## src/rtl/alu_arbiter.sv

```systemverilog
// alu_arbiter: shares one combinational ALU between two requesters.
//
// Ports
//   clk, reset                 clock and asynchronous active-high reset
//   reqN_valid / reqN_ready    request handshake for port N (0/1)
//   reqN_op, reqN_lhs, reqN_rhs operation code and operands for port N
//   rspN_valid / rspN_ready    response handshake for port N
//   rspN_res                   registered result (shared register, qualified by rspN_valid)
//   ops_count                  completed response handshakes, wraps
//
// state | meaning
// ------+-----------------------------------------------
// IDLE  | no result held
// RESP  | res_q holds a valid result for port owner_q
module alu_arbiter #(
   parameter int XLEN  = 32,
   parameter int CNT_W = 16
) (
   input  logic             clk,
   input  logic             reset,
   input  logic             req0_valid,
   output logic             req0_ready,
   input  logic [3:0]       req0_op,
   input  logic [XLEN-1:0]  req0_lhs,
   input  logic [XLEN-1:0]  req0_rhs,
   output logic             rsp0_valid,
   input  logic             rsp0_ready,
   output logic [XLEN-1:0]  rsp0_res,
   input  logic             req1_valid,
   output logic             req1_ready,
   input  logic [3:0]       req1_op,
   input  logic [XLEN-1:0]  req1_lhs,
   input  logic [XLEN-1:0]  req1_rhs,
   output logic             rsp1_valid,
   input  logic             rsp1_ready,
   output logic [XLEN-1:0]  rsp1_res,
   output logic [CNT_W-1:0] ops_count
);

   localparam logic [3:0] ALU_OP_ADD  = 4'h0;
   localparam logic [3:0] ALU_OP_SUB  = 4'h1;
   localparam logic [3:0] ALU_OP_SLL  = 4'h2;
   localparam logic [3:0] ALU_OP_SLT  = 4'h3;
   localparam logic [3:0] ALU_OP_SLTU = 4'h4;
   localparam logic [3:0] ALU_OP_XOR  = 4'h5;
   localparam logic [3:0] ALU_OP_SRL  = 4'h6;
   localparam logic [3:0] ALU_OP_SRA  = 4'h7;
   localparam logic [3:0] ALU_OP_OR   = 4'h8;
   localparam logic [3:0] ALU_OP_AND  = 4'h9;

   localparam int               SH_W     = $clog2(XLEN);
   localparam logic [XLEN-1:0]  ALU_DFLT = 'hA;
   localparam logic [CNT_W-1:0] CNT_ONE  = 1;

   typedef enum logic {IDLE = 1'b0, RESP = 1'b1} state_t;

   state_t            state_q, state_d;
   logic              owner_q, last_grant_q;
   logic [XLEN-1:0]   res_q;
   logic [CNT_W-1:0]  cnt_q;

   logic              owner_rsp_ready;
   logic              can_accept;
   logic              gnt_valid;
   logic              gnt_port;
   logic [3:0]        alu_op;
   logic [XLEN-1:0]   alu_lhs, alu_rhs, alu_res;
   logic              rsp_hs;

   function automatic logic [XLEN-1:0] alu_f(input logic [3:0] op,
                                              input logic [XLEN-1:0] a,
                                              input logic [XLEN-1:0] b);
      logic [SH_W-1:0] sh;
      sh = b[SH_W-1:0];
      case (op)
         ALU_OP_ADD:  alu_f = a + b;
         ALU_OP_SUB:  alu_f = a - b;
         ALU_OP_SLL:  alu_f = a << sh;
         ALU_OP_SLT:  alu_f = {{(XLEN-1){1'b0}}, ($signed(a) < $signed(b))};
         ALU_OP_SLTU: alu_f = {{(XLEN-1){1'b0}}, (a < b)};
         ALU_OP_XOR:  alu_f = a ^ b;
         ALU_OP_SRL:  alu_f = a >> sh;
         ALU_OP_SRA:  alu_f = $unsigned($signed(a) >>> sh);
         ALU_OP_OR:   alu_f = a | b;
         ALU_OP_AND:  alu_f = a & b;
         default:     alu_f = ALU_DFLT;
      endcase
   endfunction

   // Only the current owner's rsp_ready frees the slot; the other port's is ignored.
   assign owner_rsp_ready = owner_q ? rsp1_ready : rsp0_ready;
   assign rsp_hs          = (state_q == RESP) && owner_rsp_ready;
   assign can_accept      = (state_q == IDLE) || rsp_hs;

   // Round-robin: on a tie the port that did not win last time is granted.
   always_comb begin
      gnt_valid = 1'b0;
      gnt_port  = 1'b0;
      if (can_accept) begin
         if (req0_valid && req1_valid) begin
            gnt_valid = 1'b1;
            gnt_port  = ~last_grant_q;
         end else if (req0_valid) begin
            gnt_valid = 1'b1;
            gnt_port  = 1'b0;
         end else if (req1_valid) begin
            gnt_valid = 1'b1;
            gnt_port  = 1'b1;
         end
      end
   end

   assign alu_op  = gnt_port ? req1_op  : req0_op;
   assign alu_lhs = gnt_port ? req1_lhs : req0_lhs;
   assign alu_rhs = gnt_port ? req1_rhs : req0_rhs;
   assign alu_res = alu_f(alu_op, alu_lhs, alu_rhs);

   always_ff @(posedge clk or posedge reset) begin
      if (reset) state_q <= IDLE;
      else       state_q <= state_d;
   end

   always_comb begin
      state_d = state_q;
      case (state_q)
         IDLE:    if (gnt_valid) state_d = RESP;
         RESP:    if (owner_rsp_ready && !gnt_valid) state_d = IDLE;
         default: state_d = IDLE;
      endcase
   end

   always_comb begin
      req0_ready = gnt_valid && !gnt_port;
      req1_ready = gnt_valid &&  gnt_port;
      rsp0_valid = (state_q == RESP) && !owner_q;
      rsp1_valid = (state_q == RESP) &&  owner_q;
   end

   always_ff @(posedge clk or posedge reset) begin
      if (reset) begin
         res_q        <= '0;
         owner_q      <= 1'b0;
         last_grant_q <= 1'b1;
         cnt_q        <= '0;
      end else begin
         if (gnt_valid) begin
            res_q        <= alu_res;
            owner_q      <= gnt_port;
            last_grant_q <= gnt_port;
         end
         if (rsp_hs) cnt_q <= cnt_q + CNT_ONE;
      end
   end

   assign rsp0_res  = res_q;
   assign rsp1_res  = res_q;
   assign ops_count = cnt_q;

endmodule

```

## config.mk

```make
export PLATFORM = sky130hd
export DESIGN_NAME = alu_arbiter
export DESIGN_NICKNAME = d
export VERILOG_FILES = /design/src/rtl/alu_arbiter.sv
export SDC_FILE = /design/constraint.sdc
export NUM_CORES = 1
export LEC_CHECK = 0
export ABC_AREA = 1
export CAP_MARGIN = 25
export CORE_ASPECT_RATIO = 2
export CORE_MARGIN = 3
export CORE_UTILIZATION = 60
export DETAILED_ROUTE_END_ITERATION = 6
export GPL_TIMING_DRIVEN = 0
export PLACE_DENSITY = 0.95
export SLEW_MARGIN = 20
export SYNTH_ARGS = -nofsm -noshare
export SYNTH_HDL_FRONTEND = slang
export SYNTH_SLANG_ARGS = --single-unit
export TNS_END_PERCENT = 20
```

## constraint.sdc

```tcl
create_clock -name clk -period 5.61 [get_ports clk]
set_input_delay 1.122 -clock clk [delete_from_list [all_inputs] [get_ports clk]]
set_output_delay 1.122 -clock clk [all_outputs]
set_load 0.01 [all_outputs]
```

==> results.py, run 1 <==
metrics = {
    "run_status": {
        "outcome": "stopped before the end",
        "failing_step": "global routing",
        "error_line": "[ERROR GRT-0116] Global routing finished with congestion. Check the congestion regions in the DRC Viewer.",
    },
    "yosys": {
        "synth_top_flop_cell": "dfrtp_1",
        "synthArstFlopShare_pct": 100.0,
        "syn_avg_cell_area_um2": 5.300,
        "ys_seq_elements": 51,
        "synth_edf_count": 0,
        "yosysSeqAreaShare_pct": 9.734,
        "syn_inst": 2476,
        "syn_area_um2": 13120,
        "syn-num-nets": 2720,
        "ys_types": 58,
        "ys_warn_count": 0,
    },
    "clock_tree": {
        "cts_sinks": 51,
        "numCtsBuffers": 5,
        "cts-root-buf": "clkbuf_16",
        "htreeDepth": 2,
        "clock_path_buffers": 2,
        "post-cts-setup-buffers": 0,
        "cts_hold_buf": 0,
    },
    "die": {
        "fp.dieH_um": 215.2,
        "initial_core_util_pct": 61.88,
        "die_w_um": 110.6,
        "io_pins": 226,
        "row_count": 75,
    },
    "global_routing": {
        "grt_pass1_vias": 20650,
        "overflow": 343,
        "grt_use_total_pct": 64.64,
        "grt_start_max_net_pins": 30,
        "grt_pass1_wl_mm": 122.7,
    },
    "placed_design": {
        "dpl.hpwl_mm": 55.45,
        "gp_congestion": 1.461,
        "placed_cells": 2971,
        "port_buffers": 225,
    },
}
-- logic make-up after synthesis --
logic type / after synthesis / share of synthesized area (%)
AOI/OAI and AO/OA: 352 / 15.29
xor gates and xnor gates: 17 / 1.135
adders and majority gates: 102 / 9.839
buffers and inverters: 469 / 15.53
DFF: 51 / 9.734
and+or+nand+nor: 1485 / 48.47
-- cell usage after synthesis, types with 12 or more instances --
cell	instances	share of area, %
o21ai_1	28	1.1
o21ai_0	118	4.5
clkbuf_1	46	1.3
nor3_1	24	0.92
buf_2	39	1.5
a21oi_1	121	4.6
nor2_1	214	6.1
nand4_1	20	0.95
dfrtp_1	50	9.5
nand3b_1	12	0.69
nand2_1	769	22
ha_1	100	9.5
inv_1	311	8.9
o21ai_2	14	0.93
buf_4	45	2.6
nand3_1	402	15
o22ai_1	16	0.76
-- metal layers --
layer / overflow / global-route usage [%]
met1: 0 / 61.26
met2: 254 / 89.90
met3: 2 / 42.13
met4: 87 / 65.64
met5: 0 / 7.292
-- per-stage QoR --
step / hold WS [ns] / TNS [ns] / setup slack (ns) / instance area (um2)
CTS: 0.4977 / 0 / 0.006330 / 15890
detailed placement: 0.4891 / -19.26 / -1.090 / 15730
global placement: 0.4640 / -17.32 / -1.003 / 15710
floorplan: 0.4637 / 0 / 1.320 / 13120
-- what timing repair did --
item / in CTS
hold endpoints to repair: 0
endpoints found under the setup margin: 26
resized for setup: 14
cloned: 0
==> run 2, diff against run 1 <==
--- a/config.mk
+++ b/config.mk
@@ -7,12 +7,11 @@
 export LEC_CHECK = 0
 export ABC_AREA = 1
 export CAP_MARGIN = 25
-export CORE_ASPECT_RATIO = 2
 export CORE_MARGIN = 3
-export CORE_UTILIZATION = 60
+export CORE_UTILIZATION = 40
 export DETAILED_ROUTE_END_ITERATION = 6
 export GPL_TIMING_DRIVEN = 0
-export PLACE_DENSITY = 0.95
+export PLACE_DENSITY_LB_ADDON = 0.15
 export SLEW_MARGIN = 20
 export SYNTH_ARGS = -nofsm -noshare
 export SYNTH_HDL_FRONTEND = slang
==> run 2 against run 1 <==
  * The flow now finishes without violations
  * Synthesized area did not move
  * Synthesized cell count did not move
==> results.py, run 2 <==
metrics = {
    "power": {
        "swShare_pct": 65.67,
        "p_per_area_nw_per_um2": 514.0,
        "combPwrFrac_pct": 89.2,
        "p_switching_mw": 5.485,
        "pwr-share-clk_pct": 3.7,
        "internal_power_mw": 2.868,
        "peakVddDrop_mv": 0.1975,
        "finalPower_mw": 8.353,
        "p_seq_share_pct": 7.1,
        "leakage_nw": 8.496,
    },
    "routing": {
        "wirelength_mm": 76.34,
        "vias_per_cell": 5.943,
        "drtAntennaViolNets": 0,
        "firstDrtPassIters": 7,
        "wl_per_cell_um": 24.34,
        "dr.first_iter.drc_count": 2857,
        "drc_errors": 0,
        "via_count": 18640,
    },
    "global_routing": {
        "grt_pass1_vias": 16990,
        "grt_start_max_net_pins": 35,
        "overflow": 0,
        "grt_use_total_pct": 41.44,
        "grt_pass1_wl_mm": 109.6,
        "antenna_found_initial": 1,
    },
    "yosys": {
        "synthArstFlopShare_pct": 100.0,
        "synth_edf_count": 0,
        "syn_avg_cell_area_um2": 5.300,
        "yosys.area.top_type": "nand2_1",
        "synthTopCellsByArea": "nand2_1 22%, nand3_1 15%, dfrtp_1 9.5%",
        "synth_top_flop_cell": "dfrtp_1",
        "syn_area_um2": 13120,
        "ys_warn_count": 0,
        "syn_inst": 2476,
        "yosysSeqAreaShare_pct": 9.734,
        "ys_types": 58,
        "ys_seq_elements": 51,
        "post-synth-top-count-cell": "nand2_1",
        "syn-num-nets": 2720,
        "yosysTopAreaCellShare_pct": 21.99,
        "synth_common_cells": "769 x nand2_1, 402 x nand3_1, 311 x inv_1",
    },
    "sta": {
        "final_hold_viol_count": 0,
        "maxSlewHeadroom_pct": 39.49,
        "fin_crit_ns": 5.515,
        "worst_pin_slew_ns": 0.9015,
        "period_share_pct": 98.31,
        "finalSetupViolations": 0,
        "final_max_slew_viol_count": 0,
        "worst_clock_skew_ns": 0.004701,
        "whs_ns": 0.5050,
        "fmax_ghz": 0.1813,
    },
    "clock_tree": {
        "cts-root-buf": "clkbuf_16",
        "cts_hold_buf": 0,
        "cts_sinks": 51,
        "cts.reportedPaths.clkPinSlew_ns": 0.07,
        "numCtsBuffers": 5,
        "cts_tree": "built",
        "clkLatencyLatePin_ns": 0.29,
        "htreeDepth": 2,
        "clock_path_buffers": 2,
    },
    "finish": {
        "final_cells": 3136,
        "antenna_cells": 0,
        "layout_common_cells": "766 x nand2_1, 400 x nand3_1, 309 x inv_1",
        "final_common_cell": "nand2_1",
        "syn2layout_area_growth_pct": 23.83,
        "fin_nets": 2944,
        "drive_gt1_share_pct": 7.923,
        "largest_reg_flops": 32,
    },
    "worst_setup_path": {
        "crit_type": "input port to flop",
        "crit_path_end_kind": "flop",
        "r2r_end": "rsp0_res[0]",
        "cp_cell_sequence": "clkdlybuf4s50_1, nand2_1, nand3_2, nand2_4, buf_6, buf_4, clkbuf_8, buf_4, nand2_1, o21ai_0, ha_1, clkbuf_1, inv_1, a21oi_1, o21ai_0, a21oi_1, nand2_1, nor2_1, nor2_1, nand2_1, nand2_1, nand2_1",
        "cp_common_cell": "nand2_1",
        "reg2reg_slack_ns": 0.91,
        "r2r_start": "owner_q",
        "cp.arrival_ns": 5.75,
        "critPathLaunchType": "input port",
        "rr_worst_depth": 22,
        "crit_family": "buffers and inverters",
        "cpPeakStageDelay_ns": 0.42,
        "worstPathRequired_ns": 5.84,
        "slowest_stage": "clkdlybuf4s50_1",
        "worstPathMaxFanout": 10,
        "crit_buf_inv": 7,
    },
    "placed_design": {
        "dpl.hpwl_mm": 63.37,
        "placed_cells": 3137,
        "port_buffers": 225,
        "gp_congestion": 1.123,
    },
    "die": {
        "row_count": 65,
        "fp.dieH_um": 187.1,
        "io_pins": 226,
        "dieArea_um2": 35020,
        "die_w_um": 187.1,
        "initial_core_util_pct": 41.06,
        "core_area_um2": 31960,
    },
    "min_path": {
        "min_path_type": "flop to flop",
        "hp-start": "ops_count[14]",
        "min_to": "ops_count[14]",
        "holdPathStages": 1,
    },
    "job": {
        "maxCapViolCount": 0,
    },
    "run_status": {
        "outcome": "complete, no violations",
    },
}
-- run 2: repair_timing --
item                                    4_1_cts  5_1_grt
buffers inserted                              1        3
resized for setup                            21       48
endpoints found under the setup margin       27       22
pin swaps                                     2        3
-- run 2: final cells by class --
cell class              count  area [um2]
fillers                  3441       15710
multi-input cells        1956        9925
repair buffers            231        2316
flip-flops and latches     51        1277
inverters                 325        1222
plain buffers             130       812.0
well taps                 435       544.3
clock buffers               5       125.1
clock inverters             3       28.78
-- run 2: metrics by stage --
step	utilization [%]	cell area (um2)	setup TNS, ns	worst slack [ns]
2_1_floorplan	-	13120	0	1.320
3_3_place_gp	49.81	15920	-27.20	-1.379
3_5_place_dp	49.87	15940	-28.01	-1.418
4_1_cts	50.47	16130	0	0.007850
5_1_grt	50.84	16250	-0.01243	-0.008978
6_report	50.84	16250	0	0.09458
-- run 2: how the worst max path moves through the flow --
stage | startpoint | endpoint | depth (start not counted)
2_1_floorplan | rsp1_ready | rsp0_res[15] | 23
3_3_place_gp | rsp1_ready | rsp0_res[22] | 23
3_5_place_dp | rsp1_ready | rsp0_res[0] | 25
4_1_cts | rsp1_ready | rsp0_res[0] | 23
5_1_grt | rsp1_ready | rsp0_res[31] | 28
6_report | rsp1_ready | rsp0_res[0] | 22
-- run 2: cells by family (layout without fill, tap and decap cells) --
group,after synthesis,count (layout),synth area share (%)
flip-flops,51,51,9.734
buffers and inverters,469,694,15.53
adder cells (fa/ha/maj),102,102,9.839
AO/OA/AOI/OAI,352,352,15.29
AND/OR/NAND/NOR,1485,1485,48.47
XOR/XNOR,17,17,1.135
-- run 2: power groups by stage --
stage | logic, mW | clock network, mW | registers (mW)
floorplan | 4.22 | 0 | 0.618
global placement | 6.87 | 0 | 0.591
detailed placement | 6.91 | 0 | 0.600
CTS | 6.97 | 0.311 | 0.596
global route | 7.87 | 0.324 | 0.611
finish | 7.45 | 0.307 | 0.596
-- run 2: metal layers --
metal  routed length, um  vias up  GRT usage, %
met1               30180     8519         55.76
li1                    -     8422             -
met3               11480      249         12.89
met5                  11        -             0
met4                4585        2         20.09
met2               30080     1445         59.84
-- run 2: worst register-to-register path, delay by kind of cell, from the launching register on --
kind	cells	cell delay [ns]
buffers and inverters	7	1.63
and+or+nand+nor	10	1.31
AOI/OAI and AO/OA	4	1.11
DFF	1	0.40
adders and majority gates	1	0.18
Power figures use the tool's default switching activity.
